$ cat src/rtl/rc_servo_pkg.sv
// Shared constants and FSM encoding for the RC servo pulse capture path.
package rc_servo_pkg;

    // Capture FSM states.
    typedef enum logic [1:0] {
        ST_WAIT_LOW  = 2'd0,
        ST_WAIT_RISE = 2'd1,
        ST_HIGH      = 2'd2
    } cap_state_e;

    localparam int unsigned DEF_CLK_PER_US    = 10;
    localparam int unsigned DEF_MIN_US        = 1000;
    localparam int unsigned DEF_MAX_US        = 2000;
    localparam int unsigned DEF_ACCEPT_MIN_US = 800;
    localparam int unsigned DEF_ACCEPT_MAX_US = 2200;
    localparam int unsigned DEF_LOST_US       = 25000;
    localparam int unsigned POS_CENTRE        = 500;

    localparam int unsigned WIDTH_W = 12;
    localparam int unsigned LOSS_W  = 15;
    localparam int unsigned POS_W   = 10;

endpackage

$ cat src/rtl/rc_sync_edge.sv
// Two-flop synchronizer with registered rise/fall detection.
// ready_o marks when the pipeline holds only post-reset samples, so the
// reset value of the flops is never mistaken for a real input level or edge.
module rc_sync_edge (
    input  logic clk,
    input  logic rst_n,
    input  logic async_i,
    output logic level_o,
    output logic rise_o,
    output logic fall_o,
    output logic ready_o
);

    logic       meta_q;
    logic       sync_q;
    logic       prev_q;
    logic [2:0] fill_q;
    logic       rise_q;
    logic       fall_q;

    // Synchronize, keep a delayed copy, and register the decoded edges.
    always_ff @(posedge clk or negedge rst_n) begin
        if (!rst_n) begin
            meta_q <= 1'b0;
            sync_q <= 1'b0;
            prev_q <= 1'b0;
            fill_q <= 3'b000;
            rise_q <= 1'b0;
            fall_q <= 1'b0;
        end else begin
            meta_q <= async_i;
            sync_q <= meta_q;
            prev_q <= sync_q;
            fill_q <= {fill_q[1:0], 1'b1};
            rise_q <= fill_q[2] & sync_q & ~prev_q;
            fall_q <= fill_q[2] & ~sync_q & prev_q;
        end
    end

    assign level_o = sync_q;
    assign rise_o  = rise_q;
    assign fall_o  = fall_q;
    assign ready_o = fill_q[2];

endmodule

$ cat src/rtl/rc_pwm_capture.sv
// RC servo pulse decoder: measures high width in microseconds, converts it to
// a clamped 10-bit position, flags malformed pulses and loss of signal.
module rc_pwm_capture
    import rc_servo_pkg::*;
#(
    parameter int unsigned CLK_PER_US    = DEF_CLK_PER_US,
    parameter int unsigned MIN_US        = DEF_MIN_US,
    parameter int unsigned MAX_US        = DEF_MAX_US,
    parameter int unsigned ACCEPT_MIN_US = DEF_ACCEPT_MIN_US,
    parameter int unsigned ACCEPT_MAX_US = DEF_ACCEPT_MAX_US,
    parameter int unsigned LOST_US       = DEF_LOST_US
) (
    input  logic             clk,
    input  logic             rst_n,
    input  logic             pwm_async_i,
    output logic [POS_W-1:0] pos_o,
    output logic             valid_o,
    output logic             err_o,
    output logic             lost_o
);

    localparam int unsigned PRE_W = (CLK_PER_US > 1) ? $clog2(CLK_PER_US) : 1;
    localparam logic [PRE_W-1:0]   PRE_TC    = PRE_W'(CLK_PER_US - 1);
    localparam logic [WIDTH_W-1:0] MIN_C     = WIDTH_W'(MIN_US);
    localparam logic [WIDTH_W-1:0] MAX_C     = WIDTH_W'(MAX_US);
    localparam logic [WIDTH_W-1:0] ACC_MIN_C = WIDTH_W'(ACCEPT_MIN_US);
    localparam logic [WIDTH_W-1:0] ACC_MAX_C = WIDTH_W'(ACCEPT_MAX_US);
    localparam logic [POS_W-1:0]   SPAN_C    = POS_W'(MAX_US - MIN_US);
    localparam logic [POS_W-1:0]   POS_RST   = POS_W'(POS_CENTRE);
    localparam logic [LOSS_W-1:0]  LOST_C    = LOSS_W'(LOST_US);

    logic sig_level;
    logic sig_rise;
    logic sig_fall;
    logic sig_ready;

    cap_state_e         state_q, state_d;
    logic [PRE_W-1:0]   presc_q, presc_d;
    logic [WIDTH_W-1:0] width_q, width_d;
    logic [LOSS_W-1:0]  loss_q, loss_d;
    logic [POS_W-1:0]   pos_q, pos_d;
    logic               valid_q, valid_d;
    logic               err_q, err_d;
    logic               lost_q, lost_d;
    logic               us_tick_c;
    logic [WIDTH_W-1:0] width_eff_c;

    // Compare before subtracting so the 12-bit difference never wraps.
    function automatic logic [POS_W-1:0] clamp_pos(input logic [WIDTH_W-1:0] w);
        if (w < MIN_C) begin
            return '0;
        end else if (w > MAX_C) begin
            return SPAN_C;
        end else begin
            return POS_W'(w - MIN_C);
        end
    endfunction

    rc_sync_edge u_sync (
        .clk     (clk),
        .rst_n   (rst_n),
        .async_i (pwm_async_i),
        .level_o (sig_level),
        .rise_o  (sig_rise),
        .fall_o  (sig_fall),
        .ready_o (sig_ready)
    );

    // Microsecond prescaler, realigned to every detected rise.
    always_comb begin
        us_tick_c = (presc_q == PRE_TC);
        presc_d   = presc_q + PRE_W'(1);
        if (sig_rise || us_tick_c) begin
            presc_d = '0;
        end
    end

    // Width including this cycle's tick, saturating at full scale.
    always_comb begin
        width_eff_c = width_q;
        if (us_tick_c && (width_q != '1)) begin
            width_eff_c = width_q + WIDTH_W'(1);
        end
    end

    // Capture FSM: next state, width counter, position and strobes.
    always_comb begin
        state_d = state_q;
        width_d = width_q;
        pos_d   = pos_q;
        valid_d = 1'b0;
        err_d   = 1'b0;
        case (state_q)
            ST_WAIT_LOW: begin
                if (sig_ready && !sig_level) begin
                    state_d = ST_WAIT_RISE;
                end
            end
            ST_WAIT_RISE: begin
                if (sig_rise) begin
                    state_d = ST_HIGH;
                    width_d = '0;
                end
            end
            ST_HIGH: begin
                if (sig_fall) begin
                    state_d = ST_WAIT_RISE;
                    if ((width_eff_c >= ACC_MIN_C) && (width_eff_c <= ACC_MAX_C)) begin
                        valid_d = 1'b1;
                        pos_d   = clamp_pos(width_eff_c);
                    end else begin
                        err_d = 1'b1;
                    end
                end else if (width_q > ACC_MAX_C) begin
                    // Stuck high: report once, then require a low before re-arming.
                    state_d = ST_WAIT_LOW;
                    err_d   = 1'b1;
                end else begin
                    width_d = width_eff_c;
                end
            end
            default: begin
                state_d = ST_WAIT_LOW;
            end
        endcase
    end

    // Loss-of-signal timer; a valid pulse on the expiry cycle wins.
    always_comb begin
        loss_d = loss_q;
        lost_d = lost_q;
        if (valid_d) begin
            loss_d = '0;
            lost_d = 1'b0;
        end else begin
            if (us_tick_c && (loss_q < LOST_C)) begin
                loss_d = loss_q + LOSS_W'(1);
            end
            if (loss_q >= LOST_C) begin
                lost_d = 1'b1;
            end
        end
    end

    // State and output registers.
    always_ff @(posedge clk or negedge rst_n) begin
        if (!rst_n) begin
            state_q <= ST_WAIT_LOW;
            presc_q <= '0;
            width_q <= '0;
            loss_q  <= '0;
            pos_q   <= POS_RST;
            valid_q <= 1'b0;
            err_q   <= 1'b0;
            lost_q  <= 1'b1;
        end else begin
            state_q <= state_d;
            presc_q <= presc_d;
            width_q <= width_d;
            loss_q  <= loss_d;
            pos_q   <= pos_d;
            valid_q <= valid_d;
            err_q   <= err_d;
            lost_q  <= lost_d;
        end
    end

    assign pos_o   = pos_q;
    assign valid_o = valid_q;
    assign err_o   = err_q;
    assign lost_o  = lost_q;

endmodule

$ cat config.mk
export PLATFORM = sky130hd
export DESIGN_NAME = rc_pwm_capture
export DESIGN_NICKNAME = d
export VERILOG_FILES = /design/src/rtl/rc_servo_pkg.sv /design/src/rtl/rc_sync_edge.sv /design/src/rtl/rc_pwm_capture.sv
export SDC_FILE = /design/constraint.sdc
export NUM_CORES = 1
export LEC_CHECK = 0
export CORE_AREA = 2 2 99 101
export CTS_CLUSTER_SIZE = 14
export DETAILED_ROUTE_END_ITERATION = 10
export DIE_AREA = 0 0 101 103
export PLACE_DENSITY = 0.51
export SETUP_SLACK_MARGIN = 0.15
export SLEW_MARGIN = 15
export SYNTH_ARGS = -nofsm -noshare
export SYNTH_HDL_FRONTEND = slang
export SYNTH_HIERARCHICAL = 1
export SYNTH_SLANG_ARGS = --single-unit
$ cat constraint.sdc
create_clock -name clk -period 8.5 [get_ports clk]
set_input_delay 1.275 -clock clk [delete_from_list [all_inputs] [get_ports clk]]
set_output_delay 1.275 -clock clk [all_outputs]
set_load 0.03 [all_outputs]
==> flow_metrics.tcl <==
set metrics [dict create \
    antenna_cells 0 \
    worst_hold_path_type "reg2reg" \
    finalWorstPathRequiredPeriod_ps 3480 \
    number_of_max_cap_violations 0 \
    peakVddDrop_mv 0.109 \
    post_cts_resized 0 \
    timing.rr.end "pos_o[3]" \
    setup_violations 0 \
    hold-path-cell-count 0 \
    num-nets-final 353 \
    post_synth_instance_area_um2 3190 \
    synthesized_area_divided_by_synthesized_cell_count_um2 9.65 \
    critPathCaptureType "register" \
    run_status "finished, final reports clean" \
    fin_crit_sh_pct 40.9 \
    insertion_delay_ps 310 \
    globalRouteOverflowTotal 0 \
    synth_seq_cells 54 \
    setup_repair_after_global_routing_missed_its_margin "false" \
    cts_tree "done" \
    critical_path_peak_fanout 21 \
    synth_cells 331 \
    fin_ws_ps 5020 \
    arr_time_crit_path_ps 3680 \
    synth_top_cells_by_area "dfrtp_1 37%, dfstp_2 5.8%, nor2_1 3.3%, nand2_1 3.2%, ha_1 3.1%" \
    power.leakage_nw 1.43 \
    slew-limit-headroom_pct 30.4 \
    grt_first_pass_wirelength_mm 12.5 \
    track_usage_pct 15.2 \
    num_rows 36 \
    max_freq_ghz 0.288 \
    die_area_um2 10400 \
    ys_seq_area_share_pct 42.6 \
    synth_top_area_share_pct 36.8 \
    timing.final.max_slew_violations 0 \
    finalWirelength_mm 7.39 \
    synth_async_sr_flop_share_pct 100 \
    clkSlewWorstSetupHoldPaths_ps 100 \
    post-route-util_pct 37.2 \
    h-tree-depth 2 \
    via_count 2518 \
    critical_path_class "reg2reg" \
    synthMostInstantiatedCell "dfrtp_1" \
    clkSinkCount 54 \
    layout_stage_area_growth_over_the_synthesis_result_pct 10.3 \
    hold_start "u_sync/fill_q[0]" \
    die_h_um 103 \
    distinct_cell_type_count_of_the_synthesized_netlist 72 \
    areal_power_density_over_the_cells_nw_per_um2 156 \
    postCtsSetupRepairBufs 0 \
    timing.setup.tns_ps 0 \
    synth_enable_flop_cells 0 \
    drc 0 \
    first_iter_violations 98 \
    placement.setup.worst_slack_ps 5070 \
    cts_max_path_buffers 2 \
    post_drt_wl_per_cell_um 16.2 \
    synth_largest_area_cell "dfrtp_1" \
    worst_setup_path_start_kind "register" \
    clock_tree.root_cell "clkbuf_8" \
    fin_worst_skew_ps 6.37 \
    dieWidth_um 101 \
    grt_pass1_vias 2468 \
    route.antenna.remaining_nets 0 \
    final_hold_viol_count 0 \
    post_route_cells_drive_above_1_share_pct 12.8 \
    routed_via_density 5.51 \
    dp.final_hpwl_mm 5.25 \
    start_util_pct 33.8 \
    depth_of_the_worst_register_to_register_path 10 \
    tightestPinTransition_ps 1030 \
    mappedNetlistNets 342 \
    yosysWarnings 6 \
    design.portCount 16 \
    reg2reg_setup_slack_ps 5020 \
    initial_antenna_violation_count 0 \
    reg2reg_from "presc_q[1]" \
    timing.critical_path.required_ps 8700 \
    primary_flip_flop_cell_chosen_by_synthesis_mapping "dfrtp_1" \
    placeableCoreArea_um2 9460 \
    hold_path_sink "u_sync/fill_q[1]" \
    most_frequent_cells_after_synthesis "47 x dfrtp_1, 28 x nor2_1, 27 x nand2_1" \
    cts_hold_repair.buffers 0 \
    grt_start_max_net_pins 55 \
    first_pass_iters 4 \
    final.hold.worst_slack_ps 358 \
    gp_routability_congestion 0.872 \
    numCtsBuffers 5 \
    port_buffers 15 \
]
-- critical path, stage by stage, from the launching register on --
cell	delay, ps
dfrtp_1	410
inv_1	60
ha_1	230
nand3b_1	310
nor4_1	580
xnor2_1	270
o21ai_1	120
a2111o_2	540
o21a_4	280
inv_4	210
mux2_2	360
-- report_power, final --
part,leakage [nW],total (mW),switching (mW),internal (mW)
Combinational,0.684,0.0886,0.0512,0.0374
Clock,0.0478,0.157,0.0899,0.0674
Sequential,0.703,0.303,0.0240,0.279
Total,1.43,0.548,0.165,0.383
-- worst max path at each step --
stage / start / end / slack, ps
floorplan: presc_q[1] / pos_o[6] / 5510
detailed placement: presc_q[1] / pos_o[3] / 5070
CTS: presc_q[1] / pos_o[3] / 5040
global placement: presc_q[1] / pos_o[3] / 5160
global route: presc_q[1] / pos_o[3] / 4690
finish: presc_q[1] / pos_o[3] / 5020
-- per-stage QoR --
| stage | area, um^2 | instances | power [mW] |
|---|---|---|---|
| 6_report | 3520 | 457 | 0.548 |
| 3_5_place_dp | 3420 | 449 | 0.397 |
| 5_1_grt | 3520 | 457 | 0.589 |
| 4_1_cts | 3510 | 457 | 0.560 |
| 3_3_place_gp | 3420 | 449 | 0.396 |
| 2_1_floorplan | 3190 | 331 | 0.370 |
-- cell usage in the layout (no fill, tap or decap), types with 6 or more instances in the layout --
cell type        Yosys  final
ha_1                 8      8
xor2_1              10     10
clkbuf_8             0      6
nor3_1               6      6
nand2_1             27     27
or3_1                6      6
dfstp_2              7      7
nor2_1              28     28
nand3_1             11     11
o211ai_1             8      8
o21ai_0             20     20
a21oi_1             13     13
o31ai_1              9      9
nand4_1              9      9
dfrtp_1             47     47
clkdlybuf4s50_1      0     14
xnor2_1             10     10
inv_1               14     14
-- kinds of logic after synthesis --
family / Yosys count / share of synthesized area (%)
XOR/XNOR: 20 / 5.49
multiplexers: 6 / 2.27
adder cells (fa/ha/maj): 8 / 3.13
buffers and inverters: 27 / 4.11
AO/OA/AOI/OAI: 85 / 19.6
AND/OR/NAND/NOR: 130 / 22.7
flip-flops: 54 / 42.6
other: 1 / 0.117
-- flip-flops by register name, summed over array words and instances, names as in the netlist --
| register | flops |
|---|---|
| pos_o | 10 |
| err_o | 1 |
| width_q | 12 |
| u_sync/fill_q | 3 |
| presc_q | 4 |
| valid_o | 1 |
| state_q | 2 |
| u_sync/level_o | 1 |
| lost_o | 1 |
| loss_q | 15 |
| u_sync/rise_o | 1 |
| u_sync/fall_o | 1 |
| u_sync/prev_q | 1 |
| u_sync/meta_q | 1 |
-- layer usage --
layer / wire length, um / vias up / global-route usage [%]
met5: 0 / - / 0
met1: 3540 / 1231 / 20.5
met4: 109 / 0 / 5.51
met2: 3530 / 48 / 24.5
met3: 202 / 8 / 3.12
li1: - / 1231 / -
-- cell type report --
| class | count | area [um^2] |
|---|---|---|
| Inverter | 15 | 58.8 |
| Multi-Input combinational cell | 250 | 1710 |
| Tap cell | 114 | 143 |
| Clock buffer | 6 | 82.6 |
| Clock inverter | 2 | 16.3 |
| Timing Repair Buffer | 16 | 153 |
| Fill cell | 950 | 5940 |
| Sequential cell | 54 | 1360 |
(Power assumes the default switching activity.)
==> variant, RTL diff (config.mk and constraints unchanged) <==
Set the package constant `WIDTH_W` to 24 (it was 12).
--- a/src/rtl/rc_servo_pkg.sv
+++ b/src/rtl/rc_servo_pkg.sv
@@ -18,3 +18,3 @@
 
-    localparam int unsigned WIDTH_W = 12;
+    localparam int unsigned WIDTH_W = 24;
     localparam int unsigned LOSS_W  = 15;
Behaviour: same outputs for any inputs over 10 cycles, from zero or initial values and one cycle with rst_n low; that may be too few to reach the edited logic, so the function may still have changed.
==> variant against the unedited design <==
Clock skew is 0.0027 ns higher; sequential cell count is 12 higher; setup slack worse by 0.44 ns; global-route usage is 3.5 points higher; combinational power is 2% higher; via count is 24% higher; non-clock buffer count is 2 higher; power is 32% higher; cell area is 22% higher; synthesized area is 22% higher; wire length is 25% higher; largest cell class unchanged; largest power group unchanged.
==> variant: results (changes against the unedited design) <==
status completed (unchanged); Syn. warnings 6 (unchanged); vias per cell 5.66 (was 5.51); P_leak 1.84 nW (was 1.43 nW); Clock transition at path regs 0.08 ns (was 0.10 ns); Post-Syn Nets 432 (was 342); Final Net Count 442 (was 353); CTS root buf clkbuf_8 (unchanged); Fill cells 932 (was 950); final worst slack 4.58 ns (was 5.02 ns); max reg flops 24 (was 15); FF-to-FF path depth 14 (was 10); slew margin rel. 43.2% (was 30.4%); register with the most flip-flops width_q (was loss_q); IO buf count 15 (unchanged); async set or reset register ratio after synthesis 100% (unchanged); vias 3115 (was 2518); dpl cells 534 (was 449); post-synthesis average cell area 9.25 um2 (was 9.65 um2); drt first-iter violations 190 (was 98); global placement routability congestion 0.968 (was 0.872); antenna violations before repair 0 (unchanged); worst path arrival time 4.20 ns (was 3.68 ns); GRT Overall Usage 18.7% (was 15.2%); Routed WL 9200 um (was 7390 um); post-CTS sizing 0 (unchanged); fraction of layout cells with a size suffix above 1 11.2% (was 12.8%); Peak VDD IR 0.000116 V (was 0.000109 V); Post-Route Skew 0.00904 ns (was 0.00637 ns); Synth cell types 64 (was 72); ant diodes 0 (unchanged); Commonest cells post-synth dfrtp_1 (59), nor2_1 (39), nand2_1 (38) (was dfrtp_1 (47), nor2_1 (28), nand2_1 (27)); Place WS 4.67 ns (was 5.07 ns); worst-skew pair later-pin latency 0.35 ns (was 0.31 ns); CP max stage delay 0.55 ns (was 0.58 ns); CP startpoint width_q[0]$_DFFE_PN0P_ (was presc_q[1]$_DFF_PN0_); worst-path fanout max 27 (was 21); Hold WC Path Type reg -> reg (unchanged); sequential share of the synthesized area 42.6% (about the same); htree depth 3 (was 2); first-pass GRT wire length 15100 um (was 12500 um); number of global-route vias before repair 2842 (was 2468); R2R Path End pos_o[1]$_DFFE_PN0P_ (was pos_o[3]$_DFFE_PN0P_); Setup CP Type reg -> reg (unchanged); largest net degree at the start of global routing 67 (was 55); Setup Buffers After CTS 0 (unchanged); Bufs on Longest Clock Path 2 (unchanged); top post-synthesis cells by area dfrtp_1 (38%), dfstp_2 (4.7%), xnor2_1 (4.3%) (was dfrtp_1 (37%), dfstp_2 (5.8%), nor2_1 (3.3%)); post-DP HPWL 6450 um (was 5250 um); DR pass1 iterations 5 (was 4); dpl cell area 4110 um2 (was 3420 um2); crit path max-delay cell type nor4_1 (unchanged); Num CTS Buffers 9 (was 5)
variant: changes by cell type after synthesis, sizes merged, moves of 9 or more:
cell   before  now
nor3        7   16
and3        5   17
dfrtp      47   59
xnor2      10   19
nand2      28   39
nor2       28   39
variant: cell type report:
type	instances	area [um2]	area share [%]
multi-input cells	317	2070	47.9
flip-flops and latches	66	1660	38.5
repair buffers	18	168	3.89
well taps	114	143	3.31
clock buffers	9	124	2.87
clock inverters	7	78.8	1.83
inverters	19	71.3	1.65
variant: worst min-delay path by stage:
stage,start,to,slack (ns),depth (start not counted)
after floorplan,u_sync/fill_q[0]$_DFF_PN0_,u_sync/fill_q[1]$_DFF_PN0_,0.33,0
after global placement,u_sync/fill_q[0]$_DFF_PN0_,u_sync/fill_q[1]$_DFF_PN0_,0.33,0
after detailed placement,u_sync/meta_q$_DFF_PN0_,u_sync/level_o$_DFF_PN0_,0.33,0
after CTS,u_sync/meta_q$_DFF_PN0_,u_sync/level_o$_DFF_PN0_,0.35,0
after global routing,u_sync/fill_q[0]$_DFF_PN0_,u_sync/fill_q[1]$_DFF_PN0_,0.37,0
final,u_sync/fill_q[0]$_DFF_PN0_,u_sync/fill_q[1]$_DFF_PN0_,0.35,0
variant: routing by layer:
layer | routed length [um] | track usage, %
met4 | 142 | 5.30
met1 | 4720 | 27.6
met5 | 0 | 0
met2 | 4020 | 27.8
met3 | 324 | 4.14
variant: cell families after synthesis:
family	count (synthesis)	share of synthesized area, %
other cells	1	0.0963
flops	66	42.6
fa+ha+maj	8	2.57
simple gates	190	27.1
compound gates	82	15.0
buf+inv	38	4.31
xor+xnor	32	7.20
mux	4	1.09
variant: power by group:
| group | leakage (nW) | switching [mW] | internal (mW) | total [mW] |
|---|---|---|---|---|
| sequential | 0.871 | 0.0240 | 0.335 | 0.359 |
| clock | 0.104 | 0.137 | 0.138 | 0.275 |
| combinational | 0.863 | 0.0555 | 0.0345 | 0.0900 |
variant: critical path: cells and delay by family (launching register included):
kind                       cells  cell delay, ns
AOI/OAI and AO/OA              4            1.11
xor gates and xnor gates       1            0.34
adders and majority gates      2            0.48
buffers and inverters          2            0.32
DFF                            1            0.49
and+or+nand+nor                5            1.09
